**src/rtl/alu_pkg.sv**
```systemverilog
// rtl/alu_pkg.sv - shared opcodes and width for the execute-stage ALU
// Purpose: opcode encodings and datapath width used by alu_top and alu_adder32.
// Ports: none (package).
package alu_pkg;
  localparam int       ALU_W   = 32;
  localparam logic [1:0] ALU_AND = 2'b00;
  localparam logic [1:0] ALU_OR  = 2'b01;
  localparam logic [1:0] ALU_ADD = 2'b10;
  localparam logic [1:0] ALU_SUB = 2'b11;
endpackage

```
**src/rtl/alu_adder32.sv**
```systemverilog
// rtl/alu_adder32.sv - 32-bit adder of eight 4-bit carry-lookahead groups
// Purpose: gate-level adder; each 4-bit group resolves its internal carries by
//   lookahead, and group carries ripple from group 0 to group 7.
// Ports:
//   a, b  in  [31:0]  addends
//   cin   in  1       carry into bit 0
//   sum   out [31:0]  a + b + cin modulo 2^32
//   cout  out 1       carry out of bit 31
module alu_adder32
  import alu_pkg::*;
(
  input  logic [ALU_W-1:0] a,
  input  logic [ALU_W-1:0] b,
  input  logic             cin,
  output logic [ALU_W-1:0] sum,
  output logic             cout
);

  logic [ALU_W-1:0] g;
  logic [ALU_W-1:0] p;
  logic [ALU_W-1:0] c;   // carry into each bit position
  logic [8:0]       gc;  // carry into each 4-bit group; gc[8] is the final carry

  assign g     = a & b;
  assign p     = a ^ b;
  assign gc[0] = cin;

  for (genvar k = 0; k < 8; k++) begin : g_grp
    localparam int L = 4 * k;
    assign c[L]   = gc[k];
    assign c[L+1] = g[L] | (p[L] & gc[k]);
    assign c[L+2] = g[L+1] | (p[L+1] & g[L]) | (p[L+1] & p[L] & gc[k]);
    assign c[L+3] = g[L+2] | (p[L+2] & g[L+1]) | (p[L+2] & p[L+1] & g[L])
                  | (p[L+2] & p[L+1] & p[L] & gc[k]);
    assign gc[k+1] = g[L+3] | (p[L+3] & g[L+2]) | (p[L+3] & p[L+2] & g[L+1])
                   | (p[L+3] & p[L+2] & p[L+1] & g[L])
                   | (p[L+3] & p[L+2] & p[L+1] & p[L] & gc[k]);
  end

  assign sum  = p ^ c;
  assign cout = gc[8];

endmodule

```
**src/rtl/alu_top.sv**
```systemverilog
// rtl/alu_top.sv - 32-bit AND/OR/ADD/SUB ALU with NZCV flags and flag shadow register
// Purpose: combinational execute-stage ALU; flags_q keeps the previous cycle's flags.
// Ports:
//   clk      in   1       system clock, rising edge
//   rst_n    in   1       asynchronous active-low reset (clears flags_q only)
//   A, B     in   [31:0]  operands
//   ALUOp    in   [1:0]   00=AND 01=OR 10=ADD 11=SUB
//   Result   out  [31:0]  combinational result
//   N,V,C,Z  out  1       combinational flags
//   flags_q  out  [3:0]   registered {N,V,C,Z}
module alu_top
  import alu_pkg::*;
(
  input  logic             clk,
  input  logic             rst_n,
  input  logic [ALU_W-1:0] A,
  input  logic [ALU_W-1:0] B,
  input  logic [1:0]       ALUOp,
  output logic [ALU_W-1:0] Result,
  output logic             N,
  output logic             V,
  output logic             C,
  output logic             Z,
  output logic [3:0]       flags_q
);

  logic             is_sub;
  logic             is_arith;
  logic [ALU_W-1:0] b_eff;
  logic [ALU_W-1:0] sum;
  logic             cout;

  assign is_sub   = (ALUOp == ALU_SUB);
  assign is_arith = (ALUOp == ALU_ADD) || (ALUOp == ALU_SUB);

  // SUB shares the adder: A + ~B + 1.
  assign b_eff = B ^ {ALU_W{is_sub}};

  alu_adder32 u_adder (
    .a    (A),
    .b    (b_eff),
    .cin  (is_sub),
    .sum  (sum),
    .cout (cout)
  );

  always_comb begin
    Result = sum;
    case (ALUOp)
      ALU_AND: Result = A & B;
      ALU_OR:  Result = A | B;
      default: Result = sum;
    endcase
  end

  assign N = Result[ALU_W-1];
  assign Z = (Result == '0);
  assign C = is_arith & cout;
  // Overflow on the adder's actual operands: same sign in, different sign out.
  // Using b_eff covers both ADD and SUB with one expression.
  assign V = is_arith & ~(A[ALU_W-1] ^ b_eff[ALU_W-1]) & (A[ALU_W-1] ^ Result[ALU_W-1]);

  always_ff @(posedge clk or negedge rst_n) begin
    if (!rst_n) begin
      flags_q <= 4'b0000;
    end else begin
      flags_q <= {N, V, C, Z};
    end
  end

endmodule

```
**config.mk**
```make
export PLATFORM = sky130hd
export DESIGN_NAME = alu_top
export DESIGN_NICKNAME = d
export VERILOG_FILES = /design/src/rtl/alu_pkg.sv /design/src/rtl/alu_adder32.sv /design/src/rtl/alu_top.sv
export SDC_FILE = /design/constraint.sdc
export NUM_CORES = 1
export LEC_CHECK = 0
export BUFFER_PORTS_ARGS = -buffer_cell sky130_fd_sc_hd__clkbuf_2
export CAP_MARGIN = 15
export CELL_PAD_IN_SITES_DETAIL_PLACEMENT = 1
export CELL_PAD_IN_SITES_GLOBAL_PLACEMENT = 1
export CORE_MARGIN = 5
export CORE_UTILIZATION = 32
export DETAILED_ROUTE_END_ITERATION = 8
export GPL_TIMING_DRIVEN = 0
export PLACE_DENSITY = 0.83
export SETUP_SLACK_MARGIN = 0.15
export SYNTH_ARGS = -nofsm -noshare
export SYNTH_HDL_FRONTEND = slang
export SYNTH_SLANG_ARGS = --single-unit
```
**constraint.sdc**
```tcl
create_clock -name clk -period 7.4 [get_ports clk]
set_input_delay 0.74 -clock clk [delete_from_list [all_inputs] [get_ports clk]]
set_output_delay 0.74 -clock clk [all_outputs]
set_load 0.02 [all_outputs]
```
Yosys cells after proc, flatten, opt, wreduce, memory -nomap -nowiden
Cells that the tools add are included.
W data, S select, Z words.
{"block": "word_totals", "out_inout_bits": 40, "reg_bits": 4, "input_bits": 68}
{"block": "op_classes", "bitwise_logic": 220, "n_mux": 1, "n_eq_ne": 3, "reduce_logical": 3}
{"op": "$and A1 B1 Y1", "n": 131}
{"op": "$xor A32 B32 Y32", "n": 3}
{"op": "$or A1 B1 Y1", "n": 80}
{"op": "$and A32 B32 Y32", "n": 2}
{"op": "$pmux W32 S2", "n": 1}
{"op": "$logic_not A32 Y1", "n": 1}
{"op": "$or A32 B32 Y32", "n": 1}
{"op": "$eq A2 B2 Y1 const B", "n": 2}
{"op": "$eq A2 B1 Y1 const B", "n": 1}
{"op": "$logic_not A2 Y1", "n": 1}
{"op": "$xor A1 B1 Y1", "n": 2}
{"op": "$logic_or A1 B1 Y1", "n": 1}
{"op": "$not A1 Y1", "n": 1}

Depth between registers and ports, before layout
Gate-level depths: netlist of the first run.
{"block": "logic_depth", "ltp_word": 26, "ltp_mapped": 26, "mapped_depth_nobuf": 20}

Modules after synthesis
Synthesis of the first run repeated with hierarchy kept, for this count alone.
{"block": "hier_totals", "cells_unflattened": 361, "hier_area_um2": 2653.8}
{"module": "alu_adder32", "area_per_inst_um2": 1380.1, "seq_area_each_um2": 0.0, "cells_per_inst": 160, "instances": 1}
{"module": "alu_top", "area_per_inst_um2": 1273.7, "seq_area_each_um2": 100.1, "cells_per_inst": 201, "instances": 1}

Worst setup path before layout of the first run
Ideal clock, no wire load.
{"block": "synth_path", "kind": "input-to-output", "start": "input ALUOp[0]", "end": "output Z", "n_path_buf": 6, "cell_stages": 25, "setup_slack_ns": -0.414, "t_required_ns": 6.660, "t_arrival_ns": 7.074, "path_cell_list": "buf_6 > buf_6 > clkbuf_1 > clkbuf_1 > clkbuf_1 > nand2_1 > buf_1 > xnor2_1 > ha_1 > and3_1 > o2111a_1 > o21ai_0 > nand3b_1 > nand2_1 > nand2_1 > a311oi_1 > fa_1 > xor2_1 > a22oi_1 > or4_1 > nor4_1 > or3b_1 > or4_1 > or4b_1 > nor4b_2"}
{"block": "synth_via", "elab_cells_between_ends": 206, "classes_between": "eq/ne: 2; mux: 1; bitwise: 201; reduce/logical: 2"}
{"item": "from (decl)", "line_no": "alu_top.sv:18", "text": "input logic [1:0] ALUOp,"}
{"item": "$eq A2 B2 Y1", "line_no": "alu_top.sv:33", "text": "assign is_sub = (ALUOp == ALU_SUB);"}
{"item": "$xor A32 B32 Y32", "line_no": "alu_top.sv:37", "text": "assign b_eff = B ^ {ALU_W{is_sub}};"}
{"item": "$xor A32 B32 Y32 or $and A32 B32 Y32 (tied branches)", "line_no": "alu_adder32.sv:25, alu_adder32.sv:24"}
{"item": "$and A1 B1 Y1, on equally long branches", "line_no": "alu_adder32.sv:35, alu_adder32.sv:36, alu_adder32.sv:37"}
{"item": "$or A1 B1 Y1 (tied with other cells) (2 in a row)", "line_no": "alu_adder32.sv:35", "text": "assign gc[k+1] = g[L+3] | (p[L+3] & g[L+2]) | (p[L+3] & p[L+2] & g[L+1])"}
{"item": "$or A1 B1 Y1 or $and A1 B1 Y1 (tied branches)", "line_no": "alu_adder32.sv:36, alu_adder32.sv:37"}
{"item": "$or A1 B1 Y1", "line_no": "alu_adder32.sv:37", "text": "| (p[L+3] & p[L+2] & p[L+1] & p[L] & gc[k]);"}
{"item": "$and A1 B1 Y1", "line_no": "alu_adder32.sv:37"}
{"item": "[7 not listed]"}
{"item": "$and A1 B1 Y1", "line_no": "alu_adder32.sv:37"}
{"item": "$or A1 B1 Y1", "line_no": "alu_adder32.sv:37"}
{"item": "$and A1 B1 Y1", "line_no": "alu_adder32.sv:31", "text": "assign c[L+1] = g[L] | (p[L] & gc[k]);"}
{"item": "$or A1 B1 Y1", "line_no": "alu_adder32.sv:31"}
{"item": "$xor A32 B32 Y32", "line_no": "alu_adder32.sv:40", "text": "assign sum = p ^ c;"}
{"item": "$pmux W32 S2 (*)", "line_no": "alu_top.sv:49", "text": "case (ALUOp)"}
{"item": "via Result[25]", "line_no": "alu_top.sv:19", "text": "output logic [ALU_W-1:0] Result,"}
{"item": "$logic_not A32 Y1 (*)", "line_no": "alu_top.sv:57", "text": "assign Z = (Result == '0);"}
{"item": "to (decl)", "line_no": "alu_top.sv:23", "text": "output logic Z,"}
Mark *: on every way through the listed nets, which the timed path passes. The rest lies on a longest branch.

Worst setup path in the final report of the first run
{"block": "layout_path", "start": "input ALUOp[0]", "end": "output Z"}
{"block": "layout_via", "elab_chain_len": 25, "elab_cells_between_ends": 206, "classes_between": "eq/ne: 2; mux: 1; bitwise: 201; reduce/logical: 2"}
{"item": "$eq A2 B2 Y1", "line_no": "alu_top.sv:33"}
{"item": "$xor A32 B32 Y32", "line_no": "alu_top.sv:37"}
{"item": "$xor A32 B32 Y32 or $and A32 B32 Y32 (tied branches)", "line_no": "alu_adder32.sv:25, alu_adder32.sv:24"}
{"item": "$and A1 B1 Y1, on equally long branches", "line_no": "alu_adder32.sv:35, alu_adder32.sv:36, alu_adder32.sv:37"}
{"item": "$or A1 B1 Y1 (tied with other cells) (2 in a row)", "line_no": "alu_adder32.sv:35"}
{"item": "$or A1 B1 Y1 or $and A1 B1 Y1 (tied branches)", "line_no": "alu_adder32.sv:36, alu_adder32.sv:37"}
{"item": "$or A1 B1 Y1", "line_no": "alu_adder32.sv:37"}
{"item": "$and A1 B1 Y1", "line_no": "alu_adder32.sv:37"}
{"item": "[8 not listed]"}
{"item": "$or A1 B1 Y1", "line_no": "alu_adder32.sv:37"}
{"item": "$and A1 B1 Y1", "line_no": "alu_adder32.sv:37"}
{"item": "$or A1 B1 Y1", "line_no": "alu_adder32.sv:37"}
{"item": "$and A1 B1 Y1, on equally long branches", "line_no": "alu_adder32.sv:31, alu_adder32.sv:32, alu_adder32.sv:34"}
{"item": "$or A1 B1 Y1, on equally long branches", "line_no": "alu_adder32.sv:31, alu_adder32.sv:32, alu_adder32.sv:34"}
{"item": "$xor A32 B32 Y32", "line_no": "alu_adder32.sv:40"}
{"item": "$pmux W32 S2 (*)", "line_no": "alu_top.sv:49"}
{"item": "$logic_not A32 Y1 (*)", "line_no": "alu_top.sv:57"}
Mark *: on every way between the ends. The rest lies on a longest branch, timed or not.

==> flow_summary_export.csv, run 1 <==
group,metric,value,unit
clock_network,cts.htree.levels,1,
synthesis,synth-seq-cells,4,
sta,max_freq,0.139,GHz
route,routed_via_density,5.46,
placed_design,place_congestion,0.861,
route,drc_errors,0,
finish,largest_register_ffs,4,
sta,fin_ws,201,ps
sta,fin_crit,7200,ps
grt,met2_usage,37.6,%
finish,layout_common_cells,"104 x clkbuf_2, 41 x xnor2_1, 30 x ha_1, 29 x a21oi_1, 28 x buf_4",
floorplanning,die_h,102,microns
synthesis,ys.flop_type,"dfrtp_1",
floorplanning,die_x,102,microns
worst_setup_path,critPathKind,"primary input to output port",
finish,fill_cells,1037,
clock_network,cts_buffer_depth,2,
grt,antenna_found_initial,0,
sta,setup-tns-final,0,ps
floorplanning,start_util,32.8,%
route,wl_per_cell,18.4,microns
run,maxCapViolations,0,
grt,grt_pass1_wl,17000,microns
clock_network,clkSinkCount,4,
synthesis,synth_cells,353,
clock_network,clk_pin_slew_worst_paths,30,ps
synthesis,synthArstFlopShare,100,%
clock_network,cts_tree,"done",
finish,final_common_cell,"clkbuf_2",
route,ant_nets,0,
grt,gr-usage-met1,24.2,%
sta,min_period_over_period,97.3,%
worst_setup_path,end_kind,"output port",
synthesis,seq_area_frac_synth,3.71,%
sta,slew_headroom,51.5,%
sta,hold_viol_final,0,
grt,grt_remaining_overflow,0,
clock_network,cts_root_buf,"clkbuf_8",
synthesis,synthesis.area,2700,sq um
finish,regMostFlops,"flags_q",
synthesis,synth_edf_count,0,
floorplanning,core_area,8220,sq um
grt,grt_pass1_vias,3546,
finish,diodes,0,
power,p_leak,1.80,nW
route,initialDrtViolationCount,78,
grt,grt_busiest_layer,"met2",
sta,rsz0062_at_grt,"false",
sta,maxSlewViolCount,0,
worst_setup_path,required,6660,ps
synthesis,yosysWarningCount,0,
power,p_per_area,136,nW/um^2
placed_design,place_ws,-1510,ps
clock_network,cts_hold_buf,0,
placed_design,dp_hpwl,8720,microns
worst_setup_path,critPathMaxFanout,10,
outcome,status,"completed",
finish,drive_above_1_share,41.2,%
sta,tightest_slew,721,ps
grt,grt_use_total,20.4,%
placed_design,port_buffers,105,
synthesis,synth_cell_types,57,
floorplanning,rows,33,
floorplanning,io-pin-count,108,
grt,use_met3,2.75,%
synthesis,syn-num-nets,462,
finish,reg.largest.list,"flags_q (4)",
floorplanning,dieArea,10400,sq um
hold_path,min-delay-path-class,"primary input to asynchronous set/reset pin",
route,drt-pass1-iter-count,4,
worst_setup_path,critical_path.startpoint_type,"primary input",
route,routed_wl,10900,microns
grt,grt_max_degree,19,
clock_network,cts_buffers,3,
finish,area_growth,44.0,%
synthesis,syn_area_per_cell,7.63,sq um
sta,setup_viol,0,
power,peakVddDrop,50.1,uV
route,num_vias,3229,
finish,final_nets,597,
worst_setup_path,cp_data_arrival_time,6460,ps
## final cells by class
type                       count  area (sq um)  area share (%)
buffer                        15           221            5.71
sequential                     4           100            2.58
inverter                      21          92.6            2.39
multi-input combinational    312          2570            66.2
timing repair buffer         131           723            18.6
clock buffer                   3          41.3            1.06
tap                          105           131            3.38
## cells by family (layout without fill, tap and decap cells)
logic type / Yosys count / in the layout / synth area share [%]
fa+ha+maj: 56 / 56 / 26.7
flops: 4 / 4 / 3.71
simple gates: 90 / 90 / 17.3
compound gates: 110 / 110 / 25.5
buf+inv: 37 / 170 / 8.26
mux: 5 / 5 / 2.00
xor+xnor: 51 / 51 / 16.6
## cell usage after synthesis, types with 2 or more instances
| cell type | number | area [sq um] |
|---|---|---|
| fa_1 | 7 | 140 |
| clkbuf_1 | 4 | 15.0 |
| nor2_1 | 13 | 48.8 |
| ha_1 | 34 | 425 |
| buf_6 | 3 | 33.8 |
| nor2b_1 | 3 | 18.8 |
| dfrtp_1 | 4 | 100 |
| nand2_1 | 29 | 109 |
| nand3b_1 | 2 | 15.0 |
| a31oi_1 | 5 | 31.3 |
| or4_1 | 3 | 22.5 |
| nand4_1 | 6 | 37.5 |
| nor3_1 | 10 | 50.1 |
| nor4_1 | 4 | 25.0 |
| or3_2 | 3 | 22.5 |
| a21o_1 | 4 | 30.0 |
| xnor2_1 | 41 | 359 |
| maj3_1 | 12 | 120 |
| o21ai_0 | 26 | 130 |
| clkbuf_8 | 4 | 55.1 |
| mux2i_1 | 2 | 20.0 |
| nand3_1 | 5 | 25.0 |
| o21a_1 | 4 | 30.0 |
| maj3_2 | 3 | 33.8 |
| o22ai_1 | 6 | 37.5 |
| xor2_1 | 10 | 87.6 |
| inv_1 | 20 | 75.1 |
| mux2_2 | 3 | 33.8 |
| or2_2 | 2 | 12.5 |
| and3_1 | 2 | 12.5 |
| a211oi_1 | 2 | 15.0 |
| or3_1 | 2 | 12.5 |
| a31o_2 | 2 | 17.5 |
| a22oi_1 | 5 | 37.5 |
| buf_1 | 3 | 11.3 |
| a21oi_1 | 32 | 160 |
| a311oi_1 | 3 | 26.3 |
| o21bai_1 | 6 | 45.0 |
| o31ai_1 | 6 | 45.0 |
## layer usage
metal / wire length [microns] / share of wire (%) / up-vias
li1: - / - / 1561
met1: 4540 / 42 / 1551
met2: 5610 / 51 / 97
met3: 515 / 4.7 / 20
met4: 245 / 2.2 / 0
met5: 0 / 0 / -
## critical path: stages
cell and delay, ps:
buf_8 120, buf_12 120, clkbuf_16 160, clkbuf_16 160, nand2_8 90, buf_8 170, xnor2_1 150, ha_2 350
a21oi_4 190, a21oi_1 110, o21bai_2 240, nand3b_1 180, nand2_1 130, nand2_1 80, a311oi_2 350, fa_2 300
xor2_2 150, a22oi_1 120, or4_4 520, nor4_4 240, or3b_1 390, or4_4 440, or4b_4 510, nor4b_4 240
buf_4 190
## report_power, final
part,internal (mW),total [mW],switching [mW]
Clock,0.0347,0.0457,0.0111
Sequential,0.0242,0.0248,0.000591
Combinational,0.195,0.458,0.262
Total,0.254,0.528,0.274
## worst max-delay path by stage
stage              from  to  slack, ps  cells past startpoint
3_5_place_dp   ALUOp[0]   Z      -1510                     27
6_report       ALUOp[0]   Z        200                     25
2_1_floorplan  ALUOp[0]   Z        160                     25
5_1_grt        ALUOp[0]   Z         10                     25
4_1_cts        ALUOp[0]   Z        160                     26
3_3_place_gp   ALUOp[0]   Z      -1440                     27
## stage by stage
step | power, mW | std cells | hold slack, ps | utilization [%] | area [sq um]
2_1_floorplan | 0.297 | 353 | 444 | - | 2710
3_3_place_gp | 0.413 | 563 | 545 | 41.0 | 3370
3_5_place_dp | 0.424 | 563 | 547 | 41.0 | 3370
4_1_cts | 0.499 | 575 | 318 | 44.5 | 3650
5_1_grt | 0.572 | 591 | 328 | 47.2 | 3880
6_report | 0.528 | 591 | 322 | 47.2 | 3880
## what timing repair did
| action | in CTS | in global routing |
|---|---|---|
| setup endpoints to repair | 2 | 1 |
| pin swaps | 17 | 24 |
| resized for setup | 44 | 25 |
| endpoints found under the hold margin | 0 | 0 |
| buffers inserted | 10 | 16 |
(Power assumes the default switching activity.)
==> inputs of run 2 (changes only) <==
- CORE_UTILIZATION: 32 -> 25
- PLACE_DENSITY: 0.83 -> 0.68
==> flow_summary_export.csv, run 2 (synthesis gave the netlist of run 1 again) <==
group,metric,value,unit
outcome,status,"completed",
worst_setup_path,required,6660,ps
clock_network,cts_buffers,3,
sta,hold_viol_final,0,
clock_network,cts_buffer_depth,2,
clock_network,cts.htree.levels,1,
sta,fin_crit,7250,ps
worst_setup_path,slowest_stage,"or4b_4",
worst_setup_path,cp_data_arrival_time,6510,ps
sta,setup_viol,0,
finish,reg.largest.list,"flags_q (4)",
worst_setup_path,critPathTopFamily,"simple AND/OR/NAND/NOR gates",
worst_setup_path,cpPeakStageDelay,510,ps
power,finalPower,0.528,mW
finish,final_util,36.8,%
worst_setup_path,critPathKind,"primary input to output port",
power,p_leak,1.79,nW
route,drt-pass1-iter-count,4,
sta,tightest_slew,721,ps
power,p_int,0.251,mW
finish,final_common_cell,"clkbuf_2",
floorplanning,die_h,114,microns
worst_setup_path,critPathMaxFanout,10,
route,num_vias,3202,
grt,grt_use_total,16.3,%
sta,maxSlewViolCount,0,
placed_design,dp_hpwl,9250,microns
power,power_frac_clock,8.7,%
finish,diodes,0,
worst_setup_path,end_kind,"output port",
route,drc_errors,0,
hold_path,min-delay-path-class,"primary input to asynchronous set/reset pin",
clock_network,cts_root_buf,"clkbuf_8",
sta,max_freq,0.138,GHz
sta,slew_headroom,51.6,%
route,routed_via_density,5.16,
power,p_per_area,134,nW/um^2
floorplanning,rows,38,
floorplanning,start_util,25.2,%
finish,final_nets,592,
grt,grt_max_degree,19,
sta,setup-tns-final,0,ps
placed_design,place_ws,-1610,ps
finish,drive_above_1_share,40.3,%
floorplanning,core_area,10700,sq um
power,p_sw,0.276,mW
finish,regMostFlops,"flags_q",
grt,antenna_found_initial,0,
floorplanning,dieArea,13000,sq um
route,wl_per_cell,18.2,microns
route,ant_nets,0,
power,p_comb_share,86.6,%
grt,grt_pass1_wl,17300,microns
power,power.share.sequential,4.7,%
clock_network,clk_pin_slew_worst_paths,30,ps
power,peakVddDrop,57.7,uV
clock_network,cts_tree,"done",
placed_design,place_congestion,0.842,
finish,largest_register_ffs,4,
sta,rsz0062_at_grt,"true",
worst_setup_path,critical_path.startpoint_type,"primary input",
placed_design,port_buffers,105,
route,initialDrtViolationCount,116,
floorplanning,io-pin-count,108,
clock_network,cts_hold_buf,0,
worst_setup_path,path_buf_inv,6,
route,routed_wl,11300,microns
floorplanning,die_x,114,microns
run,maxCapViolations,0,
finish,layout_common_cells,"104 x clkbuf_2, 41 x xnor2_1, 32 x ha_1, 28 x nand2_1, 25 x a21oi_1",
grt,grt_pass1_vias,3445,
sta,fin_ws,152,ps
power,sw_frac_of_total,52.4,%
finish,area_growth,46.0,%
sta,min_period_over_period,97.9,%
clock_network,clkSinkCount,4,
grt,grt_remaining_overflow,0,
run 2: cell types whose count changed in the layout (fill, tap and decap cells not counted), moves of 2 or more:
cell      delta
buf_4        -7
ha_2         -2
a21oi_4      +3
a21oi_1      -4
ha_1         +2
a211oi_2     -2
run 2: power groups by stage:
stage          Sequential [mW]  Combinational (mW)  Clock (mW)
5_1_grt                 0.0249               0.496      0.0494
4_1_cts                 0.0247               0.430      0.0471
3_5_place_dp            0.0249               0.402           0
6_report                0.0247               0.457      0.0460
2_1_floorplan           0.0279               0.269           0
3_3_place_gp            0.0248               0.392           0
run 2: layout make-up:
type	instances	area [sq um]
inverters	21	92.6
flip-flops and latches	4	100
multi-input cells	312	2600
plain buffers	15	221
clock buffers	3	41.3
repair buffers	126	704
well taps	140	175
fillers	1349	6760
run 2: what timing repair did:
item                                    in CTS  in global routing
pin swaps                                   17                 23
endpoints found under the setup margin       2                  1
resized for setup                           44                 28
setup buffers                               10                 11
gates cloned                                 0                  0
hold endpoints to repair                     0                  0
run 2: routing by layer:
metal / vias up / GRT usage, % / share of wire (%)
li1: 1553 / - / -
met1: 1543 / 20.0 / 42
met2: 97 / 30.4 / 52
met3: 9 / 2.02 / 5.3
met4: 0 / 3.48 / 0.85
met5: - / 0 / 0
run 2: how the worst max path moves through the flow:
stage                        start  to  slack (ps)  cells after the start
after CTS                 ALUOp[0]   Z         180                     26
after detailed placement  ALUOp[0]   Z       -1610                     27
after global placement    ALUOp[0]   Z       -1520                     27
final                     ALUOp[0]   Z         150                     26
after global routing      ALUOp[0]   Z         -60                     26
after floorplan           ALUOp[0]   Z         160                     25
run 2: through the flow:
| stage | instance area, sq um | instances | hold slack, ps |
|---|---|---|---|
| finish | 3930 | 621 | 320 |
| global route | 3930 | 621 | 324 |
| CTS | 3700 | 610 | 322 |
| detailed placement | 3410 | 598 | 550 |
| global placement | 3410 | 598 | 545 |
| floorplan | 2710 | 353 | 444 |
